## config.mk

```make
export PLATFORM = sky130hd
export DESIGN_NAME = fetch_decode
export DESIGN_NICKNAME = d
export VERILOG_FILES = /design/src/rtl/cpu_pkg.sv /design/src/rtl/instr_decoder.sv /design/src/rtl/fetch_decode.sv
export SDC_FILE = /design/constraint.sdc
export NUM_CORES = 1
export LEC_CHECK = 0
export BUFFER_PORTS_ARGS = -buffer_cell sky130_fd_sc_hd__clkbuf_2
export CAP_MARGIN = 40
export CORE_UTILIZATION = 45
export DETAILED_ROUTE_END_ITERATION = 10
export GPL_TIMING_DRIVEN = 0
export PLACE_DENSITY = 0.91
export SYNTH_ARGS = -nofsm -noshare
export SYNTH_HDL_FRONTEND = slang
export SYNTH_SLANG_ARGS = --single-unit
```

## constraint.sdc

```tcl
create_clock -name clk -period 2.5 [get_ports clk]
set_input_delay 0.25 -clock clk [delete_from_list [all_inputs] [get_ports clk]]
set_output_delay 0.25 -clock clk [all_outputs]
set_load 0.1 [all_outputs]
```

## src/rtl/cpu_pkg.sv

```systemverilog
// Shared CPU definitions: datapath widths, instruction field positions,
// opcode / ALU operation codes and the register-field select encoding.
// Used by fetch_decode and instr_decoder.
package cpu_pkg;

  localparam int PC_W    = 8;
  localparam int INSTR_W = 16;

  // Instruction field bit positions (msb/lsb pairs).
  localparam int OPC_MSB   = 15;
  localparam int OPC_LSB   = 13;
  localparam int ALU_MSB   = 12;
  localparam int ALU_LSB   = 11;
  localparam int RN_MSB    = 10;
  localparam int RN_LSB    = 8;
  localparam int RD_MSB    = 7;
  localparam int RD_LSB    = 5;
  localparam int SHIFT_MSB = 4;
  localparam int SHIFT_LSB = 3;
  localparam int RM_MSB    = 2;
  localparam int RM_LSB    = 0;
  localparam int IMM8_MSB  = 7;
  localparam int IMM5_MSB  = 4;

  typedef enum logic [2:0] {
    OPC_BRANCH = 3'b001,
    OPC_BL     = 3'b010,
    OPC_LDR    = 3'b011,
    OPC_STR    = 3'b100,
    OPC_ALU    = 3'b101,
    OPC_MOVE   = 3'b110,
    OPC_HALT   = 3'b111
  } opcode_e;

  typedef enum logic [1:0] {
    ALU_ADD = 2'b00,
    ALU_CMP = 2'b01,
    ALU_AND = 2'b10,
    ALU_MVN = 2'b11
  } alu_op_e;

  // Which instruction register field drives r_addr.
  typedef enum logic [1:0] {
    SEL_RM   = 2'b00,
    SEL_RD   = 2'b01,
    SEL_RN   = 2'b10,
    SEL_ZERO = 2'b11
  } reg_sel_e;

endpackage

```

## src/rtl/instr_decoder.sv

```systemverilog
// Combinational instruction decoder.
// Ports:
//   ir       in  16  instruction register contents
//   reg_sel  in  2   register-field select (rm / rd / rn / zero)
//   opcode   out 3   ir[15:13]
//   ALU_op   out 2   ir[12:11]
//   shift_op out 2   ir[4:3]
//   r_addr   out 3   selected register number
//   sximm5   out 16  sign-extended ir[4:0]
//   sximm8   out 16  sign-extended ir[7:0]
module instr_decoder
  import cpu_pkg::*;
(
  input  logic [INSTR_W-1:0] ir,
  input  logic [1:0]         reg_sel,
  output logic [2:0]         opcode,
  output logic [1:0]         ALU_op,
  output logic [1:0]         shift_op,
  output logic [2:0]         r_addr,
  output logic [INSTR_W-1:0] sximm5,
  output logic [INSTR_W-1:0] sximm8
);

  logic [2:0] rn;
  logic [2:0] rd;
  logic [2:0] rm;

  assign opcode   = ir[OPC_MSB:OPC_LSB];
  assign ALU_op   = ir[ALU_MSB:ALU_LSB];
  assign shift_op = ir[SHIFT_MSB:SHIFT_LSB];
  assign rn       = ir[RN_MSB:RN_LSB];
  assign rd       = ir[RD_MSB:RD_LSB];
  assign rm       = ir[RM_MSB:RM_LSB];

  assign sximm8 = {{(INSTR_W-IMM8_MSB-1){ir[IMM8_MSB]}}, ir[IMM8_MSB:0]};
  assign sximm5 = {{(INSTR_W-IMM5_MSB-1){ir[IMM5_MSB]}}, ir[IMM5_MSB:0]};

  // NOTE: every combinational output gets a default before the case so no
  // path through the block leaves r_addr unassigned (which would infer a latch).
  always_comb begin
    r_addr = 3'b000;
    case (reg_sel_e'(reg_sel))
      SEL_RN:   r_addr = rn;
      SEL_RD:   r_addr = rd;
      SEL_RM:   r_addr = rm;
      default:  r_addr = 3'b000;
    endcase
  end

endmodule

```

## src/rtl/fetch_decode.sv

```systemverilog
// Fetch/decode stage: program counter, instruction register and data-address
// register, RAM address mux, and the instruction decoder.
// Optional feature: define FETCH_PC_TRAP_EN to saturate the PC at 8'hFF and
// raise a sticky pc_trap flag instead of wrapping to 8'h00.
// Ports:
//   clk, rst_n     clock; synchronous active-low reset
//   load_pc        PC update enable; clear_pc selects PC=0 instead of PC+1
//   load_ir        capture ram_rdata into ir
//   load_addr      capture datapath_out[7:0] into the data-address register
//   sel_addr       ram_addr source: 1 = pc, 0 = data address
//   reg_sel        register-field select for r_addr
//   ram_rdata      RAM read data (one cycle after ram_addr)
//   datapath_out   datapath result, source of the data address
//   ram_addr, pc, ir, opcode, ALU_op, shift_op, r_addr, sximm5, sximm8
//   pc_trap        sticky PC-overflow flag (0 unless FETCH_PC_TRAP_EN)
module fetch_decode
  import cpu_pkg::*;
(
  input  logic               clk,
  input  logic               rst_n,
  input  logic               load_pc,
  input  logic               clear_pc,
  input  logic               load_ir,
  input  logic               load_addr,
  input  logic               sel_addr,
  input  logic [1:0]         reg_sel,
  input  logic [INSTR_W-1:0] ram_rdata,
  input  logic [INSTR_W-1:0] datapath_out,
  output logic [PC_W-1:0]    ram_addr,
  output logic [PC_W-1:0]    pc,
  output logic [INSTR_W-1:0] ir,
  output logic [2:0]         opcode,
  output logic [1:0]         ALU_op,
  output logic [1:0]         shift_op,
  output logic [2:0]         r_addr,
  output logic [INSTR_W-1:0] sximm5,
  output logic [INSTR_W-1:0] sximm8,
  output logic               pc_trap
);

  logic [PC_W-1:0] data_addr;
  logic [PC_W-1:0] pc_next;

`ifdef FETCH_PC_TRAP_EN
  logic trap_q;
  logic trap_next;

  // Incrementing from the last address saturates and latches the trap;
  // only a clearing PC load releases it.
  always_comb begin
    pc_next   = pc;
    trap_next = trap_q;
    if (load_pc) begin
      if (clear_pc) begin
        pc_next   = '0;
        trap_next = 1'b0;
      end else if (pc == {PC_W{1'b1}}) begin
        trap_next = 1'b1;
      end else begin
        pc_next = pc + 1'b1;
      end
    end
  end

  always_ff @(posedge clk) begin
    if (!rst_n) trap_q <= 1'b0;
    else        trap_q <= trap_next;
  end

  assign pc_trap = trap_q;
`else
  // Increment wraps naturally from the last address back to zero.
  always_comb begin
    pc_next = pc;
    if (load_pc) pc_next = clear_pc ? '0 : pc + 1'b1;
  end

  assign pc_trap = 1'b0;
`endif

  // NOTE: state registers use non-blocking assignments so every register
  // samples pre-edge values; ir therefore captures the data for the address
  // presented before a simultaneous pc/data-address update.
  always_ff @(posedge clk) begin
    if (!rst_n) begin
      pc        <= '0;
      ir        <= '0;
      data_addr <= '0;
    end else begin
      pc <= pc_next;
      if (load_ir)   ir        <= ram_rdata;
      if (load_addr) data_addr <= datapath_out[PC_W-1:0];
    end
  end

  assign ram_addr = sel_addr ? pc : data_addr;

  instr_decoder u_decoder (
    .ir       (ir),
    .reg_sel  (reg_sel),
    .opcode   (opcode),
    .ALU_op   (ALU_op),
    .shift_op (shift_op),
    .r_addr   (r_addr),
    .sximm5   (sximm5),
    .sximm8   (sximm8)
  );

endmodule

```

Word level (Yosys, flattened, before mapping)
Index checks and enable logic that the tools add are counted.
{"block": "classes", "addsub": 1, "mul": 0, "n_div": 0, "magnitude_cmp": 0, "n_eq_ne": 2, "shifts": 0, "mux": 3, "bitwise": 0, "reduce_logical": 1}
{"op": "$mux W8", "n": 2}
{"op": "$pmux W3 S3", "n": 1}
{"op": "$add A8 B1 Y8 const B", "n": 1}
{"op": "$eq A2 B1 Y1 const B", "n": 1}
{"op": "$eq A2 B2 Y1 const B", "n": 1}
{"op": "$logic_not A2 Y1", "n": 1}
{"block": "word_totals", "ff_bits": 32, "latch_bits": 0, "mem_bits_rw": 0, "romBits": 0, "inputBits": 41, "out_inout_bits": 75, "wordCells": 10, "memories": 0}

Logic depth before layout (Yosys ltp)
Gate-level depths: netlist of the first run.
{"block": "depth", "ltp_word": 2, "depth_mapped": 4, "mapped_depth_nobuf": 4}

By module
A second synthesis of the first run with hierarchy kept.
{"block": "unflattened", "cells_unflattened": 174, "area_unflattened_um2": 1714.1}
{"mod": "fetch_decode", "n_inst": 1, "cells_each": 128, "area_per_inst_um2": 1358.8, "seq_area_each_um2": 640.6}
{"mod": "instr_decoder", "n_inst": 1, "cells_each": 46, "area_per_inst_um2": 355.3, "seq_area_each_um2": 0.0}

Worst setup path before layout of the first run
OpenSTA, ideal clock, no wires.
{"block": "synth_path", "path_type": "flip-flop to output port", "start": "register ir[7]", "end": "output r_addr[2]", "arrival_time_ns": 3.401, "t_required_ns": 2.250, "path_slack_ns": -1.151, "path_stages_with_launch": 3, "n_path_buf": 0, "path_cell_list": "dfxtp_1 > mux2i_1 > o21ai_0"}
{"block": "synth_between", "elab_chain_len": 1}
{"element": "start, declared", "line": "fetch_decode.sv:31", "source": "output logic [INSTR_W-1:0] ir,"}
{"element": "start signal, assigned", "line": "fetch_decode.sv:91", "source": "if (load_ir) ir <= ram_rdata;"}
{"element": "$pmux W3 S3", "line": "instr_decoder.sv:42", "source": "case (reg_sel_e'(reg_sel))"}
{"element": "end, declared", "line": "fetch_decode.sv:35", "source": "output logic [2:0] r_addr,"}
No other way between the ends.

Final worst setup path of the first run
Ends and elaborated chain as after synthesis.

==> impl_metrics.toml, run 1 <==
[outcome]
outcome = "finished, final reports clean"

[run]
drv_cap = 0

[hold_path]
min_path_cells = 3
hold_path.class = "in2reg"

[global_route]
use_met1_pct = 20.2
grt_pass1_vias = 1406
busiest_layer = "met2"
gr-total-overflow = 0
grt_util_met3_pct = 3.99
grt_pass1_wl_um = 5980
grt_max_degree = 17
grt_use_total_pct = 18.7
use_met2_pct = 33.6
antenna_found_initial = 0

[critical_path]
cp_cell_sequence = "mux2i_1 > o21ai_2 > clkbuf_2"
crit_slowest_cell = "dfxtp_1"
worstRegToRegCells = 4
worstSetupEndpointType = "primary output"
worstSetupStartpointType = "flop"
cpPeakStageDelay_ps = 530
cp_max_fo = 12
path_class = "reg2out"
cp_data_arrival_time_ps = 1530
crit_required_ps = 2250

[floorplanning]
start_util_pct = 46.8
core_sq_mm = 0.00366
die_area_sq_mm = 0.00406
row_count = 22
ioPinCount = 116
fp.dieH_um = 63.7
fp.dieW_um = 63.7

[place]
io_buffers = 102
dp_hpwl_um = 2950
gp_congestion = 0.858
place_ws_ps = 860

[clock_network]
cts_tree = "yes"
cts_resized = 0
clockBufferDepth = 2
cts.sinks = 32
cts_max_level = 2
clk_pin_slew_ps = 70
numCtsBuffers = 5
post-cts-setup-buffer-count = 0
clk_latency_ps = 270
root_buffer = "clkbuf_8"
cts_hold_buf = 0

[sta]
finalHoldViolCount = 0
fin_crit_sh_pct = 71.2
rsz0062_at_grt = "no"
fmax_mhz = 562
setup_violations = 0
fin_skew_ps = 4.40
drv_slew = 0
setup_ws_ps = 719
period_minus_slack_ps = 1780
setup_tns_ps = 0
slew_headroom_pct = 63.0
max_slew.worst_pin.slew_ps = 557

[layout]
nets = 328
mostFrequentLayoutCells = "clkbuf_2, buf_4, dfxtp_1"
area_delta_synth_final_pct = 39.2
drive_gt1_share_pct = 57.1
finish.utilization_pct = 65.2
fill_cells = 322
num_antenna_cells = 0
layout_commonest_cell = "clkbuf_2"

[synthesis]
seq_area_frac_synth_pct = 37.4
yosysWarningCount = 0
synth_area_per_cell_sq_um = 9.68
syn-num-nets = 219
yosys_register_bits = 32
netlist_area_sq_mm = 0.00171
synth_cell_types = 21
synth_cells = 177

[power]
ir_worst_vdd_uv = 398
power.total_w = 0.00163
total_leakage_power_nw = 1.32
p_per_area_mw_per_mm2 = 685

[detailed_routing]
viasPerCell = 4.55
ant_nets = 0
drc = 0
vias = 1523
dr.pass1.iters = 4
routed_wl_um = 3720
drt_iter0_markers = 29
avgRoutedWirePerCell_um = 11.1
[layer usage]
layer | part of all wire [%] | up-vias
met5 | 0 | -
met4 | 1.5 | 0
met3 | 6.9 | 6
met2 | 51 | 69
met1 | 41 | 685
li1 | - | 763
[cells by family (layout without fill, tap and decap cells)]
family | after synthesis | in the layout | share of synthesized area, %
AND/OR/NAND/NOR | 47 | 47 | 15.8
adder cells (fa/ha/maj) | 1 | 1 | 0.730
buffers and inverters | 47 | 157 | 19.6
other | 1 | 1 | 0.219
flip-flops | 32 | 32 | 37.4
multiplexers | 36 | 36 | 21.6
XOR/XNOR | 3 | 3 | 1.53
AO/OA/AOI/OAI | 10 | 10 | 3.07
[through the flow]
step | std cells | cell area [sq um] | hold slack (ps)
2_1_floorplan | 177 | 1730 | 378
3_3_place_gp | 327 | 2300 | 490
3_5_place_dp | 327 | 2300 | 502
4_1_cts | 335 | 2390 | 237
5_1_grt | 335 | 2390 | 247
6_report | 335 | 2390 | 240
[critical path: cells and delay by family (launching register included)]
kind                   cells  cell delay, ps
multiplexers               1             150
AO/OA/AOI/OAI              1             120
buffers and inverters      1             460
flip-flops                 1             530
[worst paths after layout]
kind                                   from                        end  slack [ps]
setup / recovery         ir[7]$_SDFFE_PN0P_                  r_addr[2]         720
hold reg to reg   data_addr[1]$_SDFFE_PN0P_  data_addr[1]$_SDFFE_PN0P_         520
setup reg to reg         pc[0]$_SDFFE_PN0P_         pc[6]$_SDFFE_PN0P_        1140
hold / removal              datapath_out[1]  data_addr[1]$_SDFFE_PN0P_         240
[synthesized netlist by cell type (all sizes together)]
| master | count | area [sq um] |
|---|---|---|
| buf | 44 | 325 |
| dfxtp | 32 | 641 |
| mux2i | 28 | 280 |
| nor2b | 26 | 163 |
| mux2 | 8 | 90.1 |
| nand2 | 7 | 26.3 |
| o21ai | 6 | 30.0 |
| nor2 | 4 | 15.0 |
| a21oi | 3 | 15.0 |
| clkbuf | 3 | 11.3 |
| nand4 | 3 | 25.0 |
| or3 | 3 | 18.8 |
| xor2 | 3 | 26.3 |
| nand3 | 2 | 10.0 |
| a21boi | 1 | 7.51 |
| conb | 1 | 3.75 |
| ha | 1 | 12.5 |
| nand2b | 1 | 6.26 |
| nand3b | 1 | 7.51 |
[cell type report]
type	instances	area [sq um]	area share, %
Buffer	47	337	14.1
Clock buffer	8	90.1	3.78
Multi-Input combinational cell	98	748	31.4
Sequential cell	32	641	26.8
Tap cell	48	60.1	2.52
Timing Repair Buffer	102	510	21.4
[registers in the layout, indices dropped and copies added (netlist names)]
signal,flops
ir,16
pc,8
data_addr,8
[power breakdown]
part | internal (W) | switching, W
clock network | 0.000224 | 0.000172
logic | 0.000140 | 0.000538
registers | 0.000535 | 0.0000254
Power figures use the tool's default switching activity.
==> run 2, diff against run 1 <==
CORE_UTILIZATION = 41   (was 45)
PLACE_DENSITY = 0.84   (was 0.91)
clock period = 1.7 ns   (was 2.5 ns; I/O delays follow)
==> impl_metrics.toml, run 2 (synthesized netlist as in run 1, its figures left out) <==
[critical_path]
r2r-end = "pc[6]$_SDFFE_PN0P_"
cp_data_arrival_time_ps = 1420
r2r_setup_slack_ps = 500
r2r_start = "pc[0]$_SDFFE_PN0P_"
path_class = "reg2out"
worstSetupEndpointType = "primary output"
cpPeakStageDelay_ps = 440
cp_cell_sequence = "mux2i_1 > o21ai_4 > buf_2"
worstSetupStartpointType = "flop"
crit_required_ps = 1530
worstRegToRegCells = 4
cp_max_fo = 12
crit_slowest_cell = "dfxtp_2"

[clock_network]
root_buffer = "clkbuf_8"
clk_latency_ps = 280
numCtsBuffers = 5
cts_max_level = 2
cts.sinks = 32
cts_resized = 0
cts_hold_buf = 0
clk_pin_slew_ps = 70
post-cts-setup-buffer-count = 0
cts_tree = "yes"
clockBufferDepth = 2

[layout]
drive_gt1_share_pct = 63.1
top_register = "ir"
largestRegisters = "ir (16), data_addr (8), pc (8)"
instances_no_fill = 337
fin_area_sq_mm = 0.00243
area_delta_synth_final_pct = 41.9
nets = 328
layout_commonest_cell = "clkbuf_2"
num_antenna_cells = 0
largest_reg_flops = 16
fill_cells = 357
mostFrequentLayoutCells = "clkbuf_2, buf_4, mux2i_1"

[floorplanning]
core_sq_mm = 0.00400
ioPinCount = 116
fp.dieW_um = 66.7
row_count = 23
start_util_pct = 42.9
die_area_sq_mm = 0.00444
fp.dieH_um = 66.7

[hold_path]
holdPathEnd = "data_addr[5]$_SDFFE_PN0P_"
min_from = "datapath_out[5]"
hold_path.class = "in2reg"
min_path_cells = 3

[place]
io_buffers = 102
dp_hpwl_um = 2950
gp_congestion = 0.741
place_area_sq_mm = 0.00234
place_ws_ps = 201
place_inst = 329

[sta]
fmax_mhz = 629
slew_headroom_pct = 63.0
setup_tns_ps = 0
finalHoldViolCount = 0
drv_slew = 0
rsz0062_at_grt = "no"
period_minus_slack_ps = 1590
setup_violations = 0
setup_ws_ps = 110
fin_crit_sh_pct = 93.5
max_slew.worst_pin.slew_ps = 557
fin_skew_ps = 6.56
whs_ps = 147

[detailed_routing]
drt_iter0_markers = 31
viasPerCell = 4.41
routed_wl_um = 3740
dr.pass1.iters = 4
vias = 1486
avgRoutedWirePerCell_um = 11.1
drc = 0
ant_nets = 0

[power]
ir_worst_vdd_uv = 659
total_leakage_power_nw = 1.33
p_per_area_mw_per_mm2 = 994

[run]
drv_cap = 0

[global_route]
gr-total-overflow = 0
grt_max_degree = 17
grt_pass1_vias = 1176
grt_pass1_wl_um = 5430
antenna_found_initial = 0
grt_use_total_pct = 16.9

[outcome]
outcome = "finished, final reports clean"
[run 2: cell count changes in the layout (fill, tap and decap cells not counted)]
cell	previous run	this run
clkbuf_2	102	101
buf_2	2	3
o21ai_2	3	0
dfxtp_1	32	17
dfxtp_2	0	15
o21ai_4	0	3
clkbuf_1	5	3
clkinv_2	0	2
[run 2: layer usage]
metal | global-route usage [%] | part of all wire (%) | routed length, um | vias to the layer above
met5 | 0 | 0 | 0 | -
met1 | 19.4 | 42 | 1580 | 673
li1 | - | - | - | 767
met4 | 7.98 | 1.3 | 48 | 0
met3 | 4.28 | 4.5 | 170 | 5
met2 | 28.9 | 52 | 1950 | 41
[run 2: layout make-up]
type / instances / area (sq um) / share of cell area (%)
multi-input cells: 98 / 771 / 31.7
flip-flops and latches: 32 / 659 / 27.1
repair buffers: 102 / 510 / 21.0
plain buffers: 47 / 337 / 13.8
clock buffers: 6 / 82.6 / 3.40
well taps: 50 / 62.6 / 2.57
clock inverters: 2 / 10.0 / 0.412
[run 2: how the worst max path moves through the flow]
| stage | cells past startpoint | endpoint | startpoint |
|---|---|---|---|
| detailed placement | 3 | ram_addr[4] | sel_addr |
| CTS | 3 | r_addr[2] | ir[7]$_SDFFE_PN0P_ |
| floorplan | 2 | r_addr[2] | ir[7]$_SDFFE_PN0P_ |
| global route | 3 | r_addr[2] | ir[7]$_SDFFE_PN0P_ |
| global placement | 3 | ram_addr[0] | sel_addr |
| finish | 3 | r_addr[2] | ir[7]$_SDFFE_PN0P_ |
[run 2: where the power goes]
part | leakage, nW | internal [W] | total [W] | switching, W
Clock | 0.0510 | 0.000322 | 0.000588 | 0.000266
Sequential | 0.269 | 0.000789 | 0.000825 | 0.0000365
Combinational | 1.01 | 0.000208 | 0.00100 | 0.000796
Total | 1.33 | 0.00132 | 0.00242 | 0.00110
[run 2: through the flow]
stage	power (W)	util [%]
6_report	0.00242	60.8
5_1_grt	0.00251	60.8
4_1_cts	0.00244	60.8
3_5_place_dp	0.00185	58.5
3_3_place_gp	0.00184	58.5
2_1_floorplan	0.00171	-
[run 2: critical path, delay by kind of cell (launching register included)]
family,cells,cell delay [ps]
buffers and inverters,1,430
flip-flops,1,440
multiplexers,1,150
AO/OA/AOI/OAI,1,130
==> run 3, diff against run 2 <==
CORE_UTILIZATION = 37   (was 41)
PLACE_DENSITY = 0.8   (was 0.84)
clock period = 1.39 ns   (was 1.7 ns; I/O delays follow)
==> impl_metrics.toml, run 3 (synthesized netlist as in run 1, its figures left out) <==
[critical_path]
cpPeakStageDelay_ps = 440
worstSetupEndpointType = "primary output"
worstRegToRegCells = 4
cp_max_fo = 5
r2r_start = "pc[0]$_SDFFE_PN0P_"
r2r-end = "pc[6]$_SDFFE_PN0P_"
r2r_setup_slack_ps = 190
cp_data_arrival_time_ps = 1200
worstSetupStartpointType = "flop"
crit_slowest_cell = "clkbuf_2"
path_class = "reg2out"
cp_cell_sequence = "buf_4 > clkbuf_2"
crit_required_ps = 1250

[hold_path]
holdPathEnd = "ir[7]$_SDFFE_PN0P_"
hold_path.class = "in2reg"
min_from = "ram_rdata[7]"
min_path_cells = 3

[layout]
num_antenna_cells = 0
nets = 328
fill_cells = 394
top_register = "ir"
mostFrequentLayoutCells = "clkbuf_2, buf_4, clkbuf_4"
drive_gt1_share_pct = 66.8
finish.utilization_pct = 59.1
layout_commonest_cell = "clkbuf_2"
seq_area_sq_um = 692
largest_reg_flops = 16
multi_input_area_sq_um = 827
area_delta_synth_final_pct = 52.1
largestRegisters = "ir (16), data_addr (8), pc (8)"

[sta]
slew_headroom_pct = 63.3
setup_violations = 0
fin_crit_sh_pct = 96.1
whs_ps = 112
fmax_mhz = 749
period_minus_slack_ps = 1340
rsz0062_at_grt = "no"
finalHoldViolCount = 0
max_slew.worst_pin.slew_ps = 553
drv_slew = 0
fin_skew_ps = 5.92
setup_ws_ps = 54.2

[global_route]
grt_use_total_pct = 16.4
grt_pass1_vias = 1384
gr-total-overflow = 0
grt_max_degree = 17
grt_pass1_wl_um = 6430
antenna_found_initial = 0

[floorplanning]
die_area_sq_mm = 0.00491
fp.dieH_um = 70.1
row_count = 24
start_util_pct = 38.8
ioPinCount = 116
core_sq_mm = 0.00441
fp.dieW_um = 70.1

[clock_network]
clk_latency_ps = 280
cts.sinks = 32
root_buffer = "clkbuf_8"
clk_pin_slew_ps = 60
post-cts-setup-buffer-count = 0
numCtsBuffers = 5
cts_tree = "yes"
cts_max_level = 2
clockBufferDepth = 2

[power]
power_frac_comb_pct = 43.2
power.total_w = 0.00295
p_sw_share_pct = 45.9
power_frac_seq_pct = 34.1
power_frac_clock_pct = 22.7
ir_worst_vdd_uv = 607
p_int_w = 0.00160
total_leakage_power_nw = 1.35
power_switching_w = 0.00135
p_per_area_mw_per_mm2 = 1130

[detailed_routing]
vias = 1511
drc = 0
viasPerCell = 4.47
ant_nets = 0
dr.pass1.iters = 4
routed_wl_um = 3850
drt_iter0_markers = 22
avgRoutedWirePerCell_um = 11.4

[run]
drv_cap = 0

[place]
place_ws_ps = -89.0
dp_hpwl_um = 2910
io_buffers = 102
gp_congestion = 0.749

[outcome]
outcome = "finished, final reports clean"
==> run 3: cell count changes in the layout (fill, tap and decap cells not counted), moves of 2 or more <==
cell / previous run / this run
mux2_2: 8 / 3
dfxtp_1: 17 / 9
mux2i_1: 28 / 26
mux2_4: 0 / 5
buf_4: 42 / 44
clkbuf_2: 101 / 67
dfxtp_4: 0 / 9
mux2i_4: 0 / 2
clkbuf_4: 0 / 31
==> run 3: how the worst max path moves through the flow <==
stage               slack, ps          startpoint          end  cells past startpoint
global placement         -100            sel_addr  ram_addr[2]                      3
floorplan                -290  ir[7]$_SDFFE_PN0P_    r_addr[2]                      2
global route                5  ir[2]$_SDFFE_PN0P_    sximm8[2]                      2
finish                     50  ir[0]$_SDFFE_PN0P_    sximm5[0]                      2
CTS                         3  pc[7]$_SDFFE_PN0P_  ram_addr[7]                      2
detailed placement        -90            sel_addr  ram_addr[2]                      3
==> run 3: worst max-delay path: cells and delay by family, from the launching register on <==
kind | cells | cell delay, ps
buffers and inverters | 2 | 540
DFF | 1 | 380
==> run 3: metal layers <==
layer	global-route usage, %	up-vias	wire (um)
met3	4.62	5	253
met5	0	-	0
met1	18.8	672	1600
met4	6.67	0	54
li1	-	767	-
met2	28.6	67	1940
==> run 3: power by group through the flow <==
| stage | logic (W) | registers, W | clock network (W) |
|---|---|---|---|
| floorplan | 0.000862 | 0.00124 | 0 |
| global placement | 0.00124 | 0.00103 | 0 |
| detailed placement | 0.00125 | 0.00103 | 0 |
| CTS | 0.00128 | 0.00101 | 0.000697 |
| global route | 0.00132 | 0.00102 | 0.000735 |
| finish | 0.00128 | 0.00101 | 0.000669 |
==> run 3: final cells by class <==
type	count	share of cell area, %
plain buffers	47	13.0
clock buffers	6	2.78
well taps	52	2.50
multi-input cells	98	31.7
flip-flops and latches	32	26.5
repair buffers	102	23.3
clock inverters	1	0.192
==> run 3: per-stage QoR <==
stage	setup TNS, ps	cells	instance area [sq um]
floorplan	-294	177	1850
global placement	-414	331	2430
detailed placement	-339	331	2430
CTS	0	338	2600
global route	0	338	2610
finish	0	338	2610
==> run 3: repair_timing <==
action	in CTS	in global routing
hold buffers	0	0
gates resized for setup	37	7
endpoints found under the setup margin	35	19
